==> src/rtl/enum_type.sv <==
// Shared game enumerations plus the ASCII helpers used by the UART reporter.
// cmd_to_key maps a control command onto its lowercase keyboard letter.
package enum_type;

  typedef enum logic [3:0] {
    NONE,
    LEFT,
    RIGHT,
    DOWN,
    DROP,
    HOLD,
    ROTATE,
    ROTATE_REV,
    BAR,
    PAUSE
  } state_type;

  localparam logic [7:0] CH_S  = 8'h53;
  localparam logic [7:0] CH_O  = 8'h4F;
  localparam logic [7:0] CH_CR = 8'h0D;
  localparam logic [7:0] CH_LF = 8'h0A;
  localparam logic [7:0] CH_0  = 8'h30;

  // A zero result marks a code that has no echo key.
  function automatic logic [7:0] cmd_to_key(input state_type c);
    case (c)
      LEFT:       cmd_to_key = 8'h61;  // 'a'
      RIGHT:      cmd_to_key = 8'h64;  // 'd'
      DOWN:       cmd_to_key = 8'h73;  // 's'
      DROP:       cmd_to_key = 8'h77;  // 'w'
      HOLD:       cmd_to_key = 8'h63;  // 'c'
      ROTATE:     cmd_to_key = 8'h78;  // 'x'
      ROTATE_REV: cmd_to_key = 8'h7A;  // 'z'
      BAR:        cmd_to_key = 8'h62;  // 'b'
      default:    cmd_to_key = 8'h00;
    endcase
  endfunction

endpackage

==> src/rtl/game_reporter_pkg.sv <==
// State encodings for the game_reporter formatter and transmit FSMs.
package game_reporter_pkg;

  typedef enum logic [2:0] {
    F_IDLE,
    F_START,
    F_OVER,
    F_DIGIT,
    F_CR,
    F_LF
  } fmt_state_t;

  typedef enum logic [1:0] {
    T_IDLE,
    T_PULSE,
    T_BUSY,
    T_DONE
  } tx_state_t;

  localparam int NUM_DIGITS = 5;

endpackage

==> src/rtl/game_reporter_if.sv <==
// Transmit handshake between game_reporter (master) and the uart core (slave).
interface game_reporter_if;
  logic       transmit;
  logic [7:0] tx_byte;
  logic       is_transmitting;

  modport master (output transmit, output tx_byte, input is_transmitting);
  modport slave  (input transmit, input tx_byte, output is_transmitting);
endinterface

==> src/rtl/byte_fifo.sv <==
// Synchronous byte FIFO with registered read data (no fall-through).
// DEPTH must be a power of two; push while full is accepted only alongside a pop.
module byte_fifo #(
  parameter int DEPTH = 16,
  parameter int WIDTH = 8,
  localparam int ADDR_W = $clog2(DEPTH)
) (
  input  logic              clk,
  input  logic              reset_n,
  input  logic              push,
  input  logic [WIDTH-1:0]  push_data,
  input  logic              pop,
  output logic [WIDTH-1:0]  rd_data,
  output logic              full,
  output logic              empty,
  output logic [ADDR_W:0]   count
);

  logic [WIDTH-1:0]  mem [DEPTH];
  logic [ADDR_W-1:0] wr_ptr_q, wr_ptr_d;
  logic [ADDR_W-1:0] rd_ptr_q, rd_ptr_d;
  logic [ADDR_W:0]   count_q, count_d;
  logic [WIDTH-1:0]  rd_data_q, rd_data_d;
  logic              do_push, do_pop;

  assign full    = (count_q == (ADDR_W+1)'(DEPTH));
  assign empty   = (count_q == '0);
  assign count   = count_q;
  assign rd_data = rd_data_q;

  // When full, the slot being read is the one being overwritten, which is safe
  // because the read sees the old contents.
  assign do_pop  = pop && !empty;
  assign do_push = push && (!full || do_pop);

  // NOTE: every always_comb output gets a default first, so no path can infer a latch.
  always_comb begin
    wr_ptr_d  = wr_ptr_q;
    rd_ptr_d  = rd_ptr_q;
    count_d   = count_q;
    rd_data_d = rd_data_q;
    if (do_push) wr_ptr_d = wr_ptr_q + ADDR_W'(1);
    if (do_pop) begin
      rd_ptr_d  = rd_ptr_q + ADDR_W'(1);
      rd_data_d = mem[rd_ptr_q];
    end
    case ({do_push, do_pop})
      2'b10:   count_d = count_q + (ADDR_W+1)'(1);
      2'b01:   count_d = count_q - (ADDR_W+1)'(1);
      default: count_d = count_q;
    endcase
  end

  // NOTE: sequential state uses non-blocking assignments so all flops update together.
  always_ff @(posedge clk) begin
    if (!reset_n) begin
      wr_ptr_q  <= '0;
      rd_ptr_q  <= '0;
      count_q   <= '0;
      rd_data_q <= '0;
    end else begin
      wr_ptr_q  <= wr_ptr_d;
      rd_ptr_q  <= rd_ptr_d;
      count_q   <= count_d;
      rd_data_q <= rd_data_d;
    end
  end

  // NOTE: storage is not reset; the pointers and count define which entries are valid.
  always_ff @(posedge clk) begin
    if (do_push) mem[wr_ptr_q] <= push_data;
  end

endmodule

==> src/rtl/game_reporter.sv <==
// Formats game start/over events (and, with GAME_REPORTER_CMD_ECHO_EN, command
// echoes) as ASCII and feeds them one byte at a time to the uart transmitter.
module game_reporter
  import enum_type::*;
  import game_reporter_pkg::*;
#(
  parameter int FIFO_DEPTH = 16,
  parameter int SCORE_W    = 16
) (
  input  logic                 clk,
  input  logic                 reset_n,
  input  logic                 start_i,
  input  logic                 over_i,
  input  logic [SCORE_W-1:0]   score,
  input  logic                 cmd_valid,
  input  state_type            cmd,
  game_reporter_if.master      uart,
  output logic                 busy,
  output logic [7:0]           drop_cnt
);

  localparam int CNT_W = $clog2(FIFO_DEPTH) + 1;
  localparam logic [31:0] POW10 [NUM_DIGITS] = '{32'd10000, 32'd1000, 32'd100, 32'd10, 32'd1};

  logic               start_prev_q, over_prev_q;
  logic               pend_start_q, pend_start_d;
  logic               pend_over_q, pend_over_d;
  logic [SCORE_W-1:0] score_q, score_d;
  logic               start_rise, over_rise;

  fmt_state_t         fmt_state_q, fmt_state_d;
  logic [31:0]        work_q, work_d;
  logic [2:0]         digit_idx_q, digit_idx_d;
  logic [3:0]         digit_cnt_q, digit_cnt_d;
  logic               clr_start, clr_over, clr_echo;

  tx_state_t          tx_state_q, tx_state_d;
  logic               transmit;

  logic               fifo_push, fifo_pop, fifo_full, fifo_empty;
  logic [7:0]         fifo_push_data, fifo_rd_data;
  logic [CNT_W-1:0]   fifo_count;

  logic               echo_pending;
  logic [7:0]         echo_key;

  assign start_rise = start_i && !start_prev_q;
  assign over_rise  = over_i && !over_prev_q;

  // A new edge always wins over a same-cycle clear, so it is never lost.
  always_comb begin
    pend_start_d = (pend_start_q && !clr_start) || start_rise;
    pend_over_d  = (pend_over_q && !clr_over) || over_rise;
    score_d      = score_q;
    if (over_rise && (!pend_over_q || clr_over)) score_d = score;
  end

`ifdef GAME_REPORTER_CMD_ECHO_EN
  logic       echo_full_q, echo_full_d;
  logic [7:0] echo_key_q, echo_key_d;
  logic [7:0] drop_cnt_q, drop_cnt_d;
  logic [7:0] cmd_key;

  assign cmd_key = cmd_to_key(cmd);

  always_comb begin
    echo_full_d = echo_full_q && !clr_echo;
    echo_key_d  = echo_key_q;
    drop_cnt_d  = drop_cnt_q;
    if (cmd_valid && (cmd_key != 8'h00)) begin
      if (echo_full_q) begin
        if (drop_cnt_q != 8'hFF) drop_cnt_d = drop_cnt_q + 8'd1;
      end else begin
        echo_full_d = 1'b1;
        echo_key_d  = cmd_key;
      end
    end
  end

  always_ff @(posedge clk) begin
    if (!reset_n) begin
      echo_full_q <= 1'b0;
      echo_key_q  <= '0;
      drop_cnt_q  <= '0;
    end else begin
      echo_full_q <= echo_full_d;
      echo_key_q  <= echo_key_d;
      drop_cnt_q  <= drop_cnt_d;
    end
  end

  assign echo_pending = echo_full_q;
  assign echo_key     = echo_key_q;
  assign drop_cnt     = drop_cnt_q;
`else
  logic unused_cmd;
  assign unused_cmd   = ^{cmd_valid, cmd, clr_echo};
  assign echo_pending = 1'b0;
  assign echo_key     = 8'h00;
  assign drop_cnt     = 8'h00;
`endif

  // Formatter: each byte-producing state waits in place until the FIFO has room.
  always_comb begin
    fmt_state_d    = fmt_state_q;
    work_d         = work_q;
    digit_idx_d    = digit_idx_q;
    digit_cnt_d    = digit_cnt_q;
    fifo_push      = 1'b0;
    fifo_push_data = 8'h00;
    clr_start      = 1'b0;
    clr_over       = 1'b0;
    clr_echo       = 1'b0;
    case (fmt_state_q)
      F_IDLE: begin
        if (pend_over_q) begin
          fmt_state_d = F_OVER;
        end else if (pend_start_q) begin
          fmt_state_d = F_START;
        end else if (echo_pending && !fifo_full) begin
          fifo_push      = 1'b1;
          fifo_push_data = echo_key;
          clr_echo       = 1'b1;
        end
      end
      F_START: begin
        if (!fifo_full) begin
          fifo_push      = 1'b1;
          fifo_push_data = CH_S;
          clr_start      = 1'b1;
          fmt_state_d    = F_CR;
        end
      end
      F_OVER: begin
        if (!fifo_full) begin
          fifo_push      = 1'b1;
          fifo_push_data = CH_O;
          clr_over       = 1'b1;
          work_d         = 32'(score_q);
          digit_idx_d    = '0;
          digit_cnt_d    = '0;
          fmt_state_d    = F_DIGIT;
        end
      end
      F_DIGIT: begin
        // Repeated subtraction: one step per cycle, then emit the digit.
        if (work_q >= POW10[digit_idx_q]) begin
          work_d      = work_q - POW10[digit_idx_q];
          digit_cnt_d = digit_cnt_q + 4'd1;
        end else if (!fifo_full) begin
          fifo_push      = 1'b1;
          fifo_push_data = CH_0 + {4'b0000, digit_cnt_q};
          digit_cnt_d    = '0;
          if (digit_idx_q == 3'(NUM_DIGITS - 1)) fmt_state_d = F_CR;
          else digit_idx_d = digit_idx_q + 3'd1;
        end
      end
      F_CR: begin
        if (!fifo_full) begin
          fifo_push      = 1'b1;
          fifo_push_data = CH_CR;
          fmt_state_d    = F_LF;
        end
      end
      F_LF: begin
        if (!fifo_full) begin
          fifo_push      = 1'b1;
          fifo_push_data = CH_LF;
          fmt_state_d    = F_IDLE;
        end
      end
      default: fmt_state_d = F_IDLE;
    endcase
  end

  // Transmit: pop into the FIFO read register, pulse once, then follow the uart busy flag.
  always_comb begin
    tx_state_d = tx_state_q;
    fifo_pop   = 1'b0;
    transmit   = 1'b0;
    case (tx_state_q)
      T_IDLE: begin
        if (!fifo_empty && !uart.is_transmitting) begin
          fifo_pop   = 1'b1;
          tx_state_d = T_PULSE;
        end
      end
      T_PULSE: begin
        transmit   = 1'b1;
        tx_state_d = T_BUSY;
      end
      T_BUSY: if (uart.is_transmitting) tx_state_d = T_DONE;
      T_DONE: if (!uart.is_transmitting) tx_state_d = T_IDLE;
    endcase
  end

  always_ff @(posedge clk) begin
    if (!reset_n) begin
      start_prev_q <= start_i;
      over_prev_q  <= over_i;
      pend_start_q <= 1'b0;
      pend_over_q  <= 1'b0;
      score_q      <= '0;
      fmt_state_q  <= F_IDLE;
      work_q       <= '0;
      digit_idx_q  <= '0;
      digit_cnt_q  <= '0;
      tx_state_q   <= T_IDLE;
    end else begin
      start_prev_q <= start_i;
      over_prev_q  <= over_i;
      pend_start_q <= pend_start_d;
      pend_over_q  <= pend_over_d;
      score_q      <= score_d;
      fmt_state_q  <= fmt_state_d;
      work_q       <= work_d;
      digit_idx_q  <= digit_idx_d;
      digit_cnt_q  <= digit_cnt_d;
      tx_state_q   <= tx_state_d;
    end
  end

  byte_fifo #(
    .DEPTH (FIFO_DEPTH),
    .WIDTH (8)
  ) u_fifo (
    .clk       (clk),
    .reset_n   (reset_n),
    .push      (fifo_push),
    .push_data (fifo_push_data),
    .pop       (fifo_pop),
    .rd_data   (fifo_rd_data),
    .full      (fifo_full),
    .empty     (fifo_empty),
    .count     (fifo_count)
  );

  logic unused_count;
  assign unused_count = ^fifo_count;

  assign uart.transmit = transmit;
  assign uart.tx_byte  = fifo_rd_data;

  assign busy = pend_start_q || pend_over_q || echo_pending ||
                (fmt_state_q != F_IDLE) || !fifo_empty || (tx_state_q != T_IDLE);

endmodule

==> src/flat_wrapper.sv <==
// flat-port wrapper written by rule: the top's interface ports become plain ports
module game_reporter_flat import enum_type::*; import game_reporter_pkg::*;
#(
  parameter int FIFO_DEPTH = 16,
  parameter int SCORE_W    = 16
)
  (clk, reset_n, start_i, over_i, score, cmd_valid, cmd, busy, drop_cnt, uart_transmit, uart_tx_byte, uart_is_transmitting);
  game_reporter_if uart_i ();
  input  logic clk;
  input  logic reset_n;
  input  logic start_i;
  input  logic over_i;
  input  logic [SCORE_W-1:0] score;
  input  logic cmd_valid;
  input  state_type cmd;
  output logic busy;
  output logic [7:0] drop_cnt;
  output wire logic [$bits(uart_i.transmit)-1:0] uart_transmit;
  output wire logic [$bits(uart_i.tx_byte)-1:0] uart_tx_byte;
  input wire logic [$bits(uart_i.is_transmitting)-1:0] uart_is_transmitting;
  assign uart_transmit = uart_i.transmit;
  assign uart_tx_byte = uart_i.tx_byte;
  assign uart_i.is_transmitting = uart_is_transmitting;
  game_reporter #(.FIFO_DEPTH(FIFO_DEPTH), .SCORE_W(SCORE_W)) u_core (.clk(clk), .reset_n(reset_n), .start_i(start_i), .over_i(over_i), .score(score), .cmd_valid(cmd_valid), .cmd(cmd), .uart(uart_i), .busy(busy), .drop_cnt(drop_cnt));
endmodule
==> config.mk <==
export PLATFORM = sky130hd
export DESIGN_NAME = game_reporter_flat
export DESIGN_NICKNAME = d
export VERILOG_FILES = /design/src/rtl/enum_type.sv /design/src/rtl/game_reporter_pkg.sv /design/src/rtl/game_reporter_if.sv /design/src/rtl/byte_fifo.sv /design/src/rtl/game_reporter.sv /design/src/flat_wrapper.sv
export SDC_FILE = /design/constraint.sdc
export NUM_CORES = 1
export LEC_CHECK = 0
export CORE_ASPECT_RATIO = 1.2
export CORE_UTILIZATION = 55
export DETAILED_ROUTE_END_ITERATION = 16
export HOLD_SLACK_MARGIN = 0.06
export PLACE_DENSITY = 0.81
export SKIP_CTS_REPAIR_TIMING = 1
export SYNTH_ARGS = -nofsm -noshare
export SYNTH_HDL_FRONTEND = slang
export SYNTH_SLANG_ARGS = --single-unit
==> constraint.sdc <==
create_clock -name clk -period 3.85 [get_ports clk]
set_clock_uncertainty 0.05 [all_clocks]
set_input_delay 0.5775 -clock clk [delete_from_list [all_inputs] [get_ports clk]]
set_output_delay 0.5775 -clock clk [all_outputs]
set_load 0.02 [all_outputs]
==> metrics.txt, run 1 <==
status finished clean; Final Util 0.659; Mapped Cells 781; number of port buffers 29; Antenna Nets Post-Route 0; die area between 15000 and 20000 sq um; CTS tree built; Synth Register Bits roughly 200; CP Class reg -> reg; post-place instance area 9990 sq um; final std cell area, no fill 10800 sq um; synth warn 0; Sinks on Clock Net roughly 200; min Tclk post-route 3730 ps; Iteration-0 DRC Markers 473; Layout fillers between 1000 and 1500; Crit path arrival time approximately 4000 ps; Slowest cell on crit path or4_1; # diodes 0; Post-Syn Area per Cell 11.8 sq um; CP endpoint kind register; GPL Wtd Cong 0.896; final setup violating endpoints 0; crit-path cells or4_1 > or4_4 > a21o_1 > a2111oi_4 > o21a_4 > inv_2 > ha_4 > xor2_1 > ha_2 > a21o_1 > nand2_1 > a21oi_1 > nor2_1 > or3_1 > a21oi_1; Hold Crit Class reg -> reg; total gr overflow 0; IO Pins 44; number of antenna violations at the first check in global routing 0; die height 144 microns; Max Fclk 268 MHz; Hold WS 422 ps; post-synthesis sequential area ratio 0.548; Wirelength per Cell 19.2 microns; clk slew on worst S/H paths 70 ps; Final Max Tran Viols 0; critical path peak fanout 4; Vias/cell 6.00; drt first pass iters 5; first-pass GRT wire length approximately 32000 microns; worst-margin pin slew ~1100 ps; drt drc 0; CP top delay family simple AND/OR/NAND/NOR gates; Leakage 0.00380 uW; DP HPWL 13600 microns; Tcrit/Tclk final 0.968; ys async rst share 0; startpoint types register; most frequent cells in the layout 112 x edfxtp_1, 84 x nor2_1, 80 x dfxtp_1; H-Tree Depth 4; area grow syn2layout 16.9%; Row Count 51; die width approximately 120 microns; Top FF cell, synth edfxtp_1; CTS Buffer Depth 2; gr usage total 0.247; fin nets 898; number of library cell types mapped by synthesis 63; DR vias 6393; Worst slew margin 0.231; crit-path max cell delay 590 ps; core area 16300 sq um; Synth Cell Area slightly above 9000 sq um; DRT Wirelength 20400 microns; Fin. Hold Viols 0; Buf/Inv on CP 1; share of cells above drive strength 1 0.197; Starting Density 0.564; Max-cap violations 0; Post-synth EDFFs 112; via count of the first global-routing pass 6270; worst skew pair latency 440 ps; PwrDens 626 nW/um^2; CP required about 4200 ps; Max rail drop VDD 0.000298 V; commonest non-fill, non-tap cell in the layout edfxtp_1; CTS root buf clkbuf_16; pin count of the biggest net entering global routing 33; TritonCTS Buffers 17
## logic make-up after synthesis
kind of cell,synth area share
adder cells (fa/ha/maj),0.0443
other,0.000407
XOR/XNOR,0.0266
multiplexers,0.116
AND/OR/NAND/NOR,0.130
buffers and inverters,0.0291
flip-flops,0.548
AO/OA/AOI/OAI,0.106
## final cells by class
cell class | count | area, sq um | share of cell area
Sequential cell | 196 | 5050 | 0.470
Clock buffer | 17 | 425 | 0.0395
Timing Repair Buffer | 78 | 658 | 0.0611
Inverter | 16 | 63.8 | 0.00593
Clock inverter | 15 | 184 | 0.0171
Tap cell | 212 | 265 | 0.0246
Multi-Input combinational cell | 531 | 4110 | 0.382
## registers in the layout (all words and copies together), names as in the netlist
register and flops:
u_core.u_fifo.rd_ptr_q 4, u_core.pend_over_q 1, u_core.digit_cnt_q 4, u_core.fmt_state_q 3
u_core.score_q 16, u_core.digit_idx_q 3, u_core.start_prev_q 1, u_core.u_fifo.mem 112
u_core.u_fifo.rd_data 7, u_core.pend_start_q 1, u_core.u_fifo.wr_ptr_q 4, u_core.over_prev_q 1
u_core.u_fifo.count 5, u_core.work_q 32, u_core.tx_state_q 2
## worst paths after layout
check / endpoint / cells after the start / start / slack, ps
setup / recovery: u_core.u_fifo.count[4]$_SDFFE_PN0P_ / 15 / u_core.work_q[22]$_SDFFE_PN0P_ / 120
hold / removal: u_core.work_q[10]$_SDFFE_PN0P_ / 2 / u_core.score_q[10]$_SDFFE_PN0P_ / 420
setup reg to reg: u_core.u_fifo.count[4]$_SDFFE_PN0P_ / 15 / u_core.work_q[22]$_SDFFE_PN0P_ / 120
hold reg to reg: u_core.work_q[10]$_SDFFE_PN0P_ / 2 / u_core.score_q[10]$_SDFFE_PN0P_ / 420
## cells in the mapped netlist (6+ instances only)
cell | count | area (sq um)
a211oi_1 | 8 | 60.1
clkbuf_1 | 28 | 105
xor2_1 | 15 | 131
nand4_1 | 6 | 37.5
nand2_1 | 63 | 236
or3_1 | 11 | 68.8
buf_4 | 9 | 67.6
o21ai_0 | 37 | 185
xnor2_1 | 13 | 114
dfxtp_1 | 84 | 1680
nand3_1 | 17 | 85.1
o211ai_1 | 7 | 52.6
nor2b_1 | 9 | 56.3
nand2b_1 | 7 | 43.8
or2_2 | 6 | 37.5
buf_1 | 8 | 30.0
edfxtp_1 | 112 | 3360
a21oi_1 | 38 | 190
nor3_1 | 21 | 105
or4_1 | 7 | 52.6
o31ai_1 | 13 | 97.6
ha_1 | 31 | 388
mux4_2 | 35 | 788
inv_1 | 14 | 52.6
nor2_1 | 84 | 315
a31oi_1 | 6 | 37.5
nor4_1 | 6 | 37.5
a21o_1 | 6 | 45.0
a311oi_1 | 7 | 61.3
mux2i_1 | 28 | 280
## worst reg2reg max path, cell delays in order, from the launching register on
cell       delay (ps)
dfxtp_1           340
or4_1             590
or4_4             560
a21o_1            210
a2111oi_4         300
o21a_4            180
inv_2              60
ha_4              160
xor2_1            150
ha_2              230
a21o_1            120
nand2_1            60
a21oi_1           150
nor2_1             70
or3_1             300
a21oi_1           120
## report_power, final
group	switching (uW)	total [uW]	internal (uW)
clock network	857	1790	937
registers	182	2730	2550
logic	1250	2210	956
## layer usage
metal  GRT usage  part of all wire
met1       0.277              0.39
met2       0.455              0.54
met3      0.0433             0.041
met4       0.110             0.029
met5           0                 0
## metrics by stage
stage                     setup WS [ps]  setup TNS [ps]  std cells  power (uW)
after floorplan                    63.3               0        789        4230
after global placement             96.8               0       1028        4810
after detailed placement          -47.2           -47.2       1028        4900
after CTS                         -92.2           -92.2       1060        6690
after global routing              -76.3           -76.3       1065        7050
final                               123               0       1065        6740
Note: power is estimated with default switching activity, not from simulation.
==> run 2, diff against run 1 <==
--- a/config.mk
+++ b/config.mk
@@ -9,7 +9,7 @@
 export CORE_UTILIZATION = 55
 export DETAILED_ROUTE_END_ITERATION = 16
 export HOLD_SLACK_MARGIN = 0.06
-export PLACE_DENSITY = 0.81
+export PLACE_DENSITY = 0.78
 export SKIP_CTS_REPAIR_TIMING = 1
 export SYNTH_ARGS = -nofsm -noshare
 export SYNTH_HDL_FRONTEND = slang
==> constraint.sdc (replaced) <==
create_clock -name clk -period 3.7 [get_ports clk]
set_clock_uncertainty 0.05 [all_clocks]
set_input_delay 0.555 -clock clk [delete_from_list [all_inputs] [get_ports clk]]
set_output_delay 0.555 -clock clk [all_outputs]
set_load 0.02 [all_outputs]
==> run 2 against run 1 <==
Against the previous run: the flow now finishes with violations (negative setup slack); clock-buffer cell count is 2 higher; wire length is 3.0% higher; largest power group unchanged; critical path depth is 4 higher; final area is 1.9% higher; fmax is 0.55% lower; sequential power is 4% higher; worst setup slack worse by 170 ps; highest routed layer unchanged; largest cell class unchanged.
==> metrics.txt, run 2 (synthesized netlist as in run 1, its figures left out) <==
CTS root buf clkbuf_16; worst skew pair latency approximately 440 ps; die height 144 microns; drt drc 0; CTS tree built; Sinks on Clock Net 196; sequential cell area 5060 sq um; status complete, but fails checks; via count of the first global-routing pass ~6500; most used routing layer in global routing met2; DP HPWL 14200 microns; Wirelength per Cell 19.4 microns; most frequent cells in the layout 112 x edfxtp_1, 83 x nor2_1, 79 x dfxtp_1; Final Worst Setup Slack -47.9 ps; CTS Buffer Depth 2; Layout fillers 1141; H-Tree Depth 4; Max-cap violations 0; CP Class reg -> reg; commonest non-fill, non-tap cell in the layout edfxtp_1; PwrDens 650 nW/um^2; post-placement setup slack -116 ps; area of the multi-input gates ~4200 sq um; # diodes 0; CP required 4010 ps; IO Pins 44; Largest register FFs 112; Antenna Nets Post-Route 0; RSZ-0062 raised after global routing yes; die area roughly 17000 sq um; Max rail drop VDD 0.000309 V; critical path peak fanout 6; Top Registers u_core.u_fifo.mem (112), u_core.work_q (32), u_core.score_q (16); met2 Resource Use GR 0.468; Iteration-0 DRC Markers 535; worst-margin pin slew approximately 1100 ps; final setup violating endpoints 1; Biggest register u_core.u_fifo.mem; met3 usage 0.0385; grt met1 use 0.283; share of cells above drive strength 1 0.227; die width 120 microns; CP endpoint kind register; number of antenna violations at the first check in global routing 0; gr usage total 0.252; Max Fclk roughly 270 MHz; DRT Wirelength about 21000 microns; Hold WS 428 ps; Starting Density 0.564; area grow syn2layout 19.0%; drt first pass iters 5; fin nets ~920; TritonCTS Buffers 17; pin count of the biggest net entering global routing 36; first-pass GRT wire length 32900 microns; number of port buffers 29; Worst slew margin 0.254; min Tclk post-route between 3000 and 4000 ps; r2r setup slk -50 ps; clk slew on worst S/H paths 70 ps; GPL Wtd Cong 0.873; failing checks negative setup slack; Tcrit/Tclk final 1.01; core area 16300 sq um; total gr overflow 0; Crit path arrival time 4060 ps; Leakage 0.00389 uW; Final Max Tran Viols 0; Hold Crit Class reg -> reg; Row Count 51; startpoint types register; Fin. Hold Viols 0; Vias/cell just over 6; DR vias 6672
## run 2: final cells by class
type	instances	area share
clock buffers	19	0.0414
repair buffers	98	0.0748
well taps	212	0.0242
clock inverters	13	0.0131
multi-input cells	531	0.379
flip-flops and latches	196	0.461
inverters	16	0.00616
## run 2: routing by layer
metal	vias to the layer above	wire, microns
li1	3068	-
met1	3304	8050
met2	243	11400
met3	57	914
met4	0	731
met5	-	0
## run 2: through the flow
stage	std cells	TNS, ps	power, uW	instance area, sq um	utilization
global placement	1045	0	5020	10100	0.620
detailed placement	1045	-225	5140	10100	0.620
finish	1085	-47.9	7130	11000	0.671
global route	1085	-217	7450	11000	0.671
CTS	1077	-326	7000	10700	0.657
floorplan	789	-85.5	4410	9310	-
## run 2: power by group
group | internal (uW) | switching, uW
registers | 2660 | 185
logic | 1060 | 1370
clock network | 954 | 898
## run 2: worst max-delay path, stage by stage (launching register included)
cell,delay [ps]
dfxtp_4,370
inv_4,80
ha_4,150
nand2_4,70
ha_4,290
or3b_4,400
nor4_4,210
a21o_1,240
a2111oi_4,60
o21a_4,240
inv_4,60
ha_4,140
xor2_1,160
ha_2,210
a21o_1,110
nand2_1,60
a21oi_2,170
nor2_2,60
or3_1,380
a21oi_2,150
## run 2: worst paths after layout
check,to,start,cells after the start
setup / recovery,u_core.u_fifo.count[4]$_SDFFE_PN0P_,u_core.digit_idx_q[0]$_SDFFE_PN0P_,19
hold / removal,u_core.work_q[10]$_SDFFE_PN0P_,u_core.score_q[10]$_SDFFE_PN0P_,2
setup reg to reg,u_core.u_fifo.count[4]$_SDFFE_PN0P_,u_core.digit_idx_q[0]$_SDFFE_PN0P_,19
hold reg to reg,u_core.work_q[10]$_SDFFE_PN0P_,u_core.score_q[10]$_SDFFE_PN0P_,2
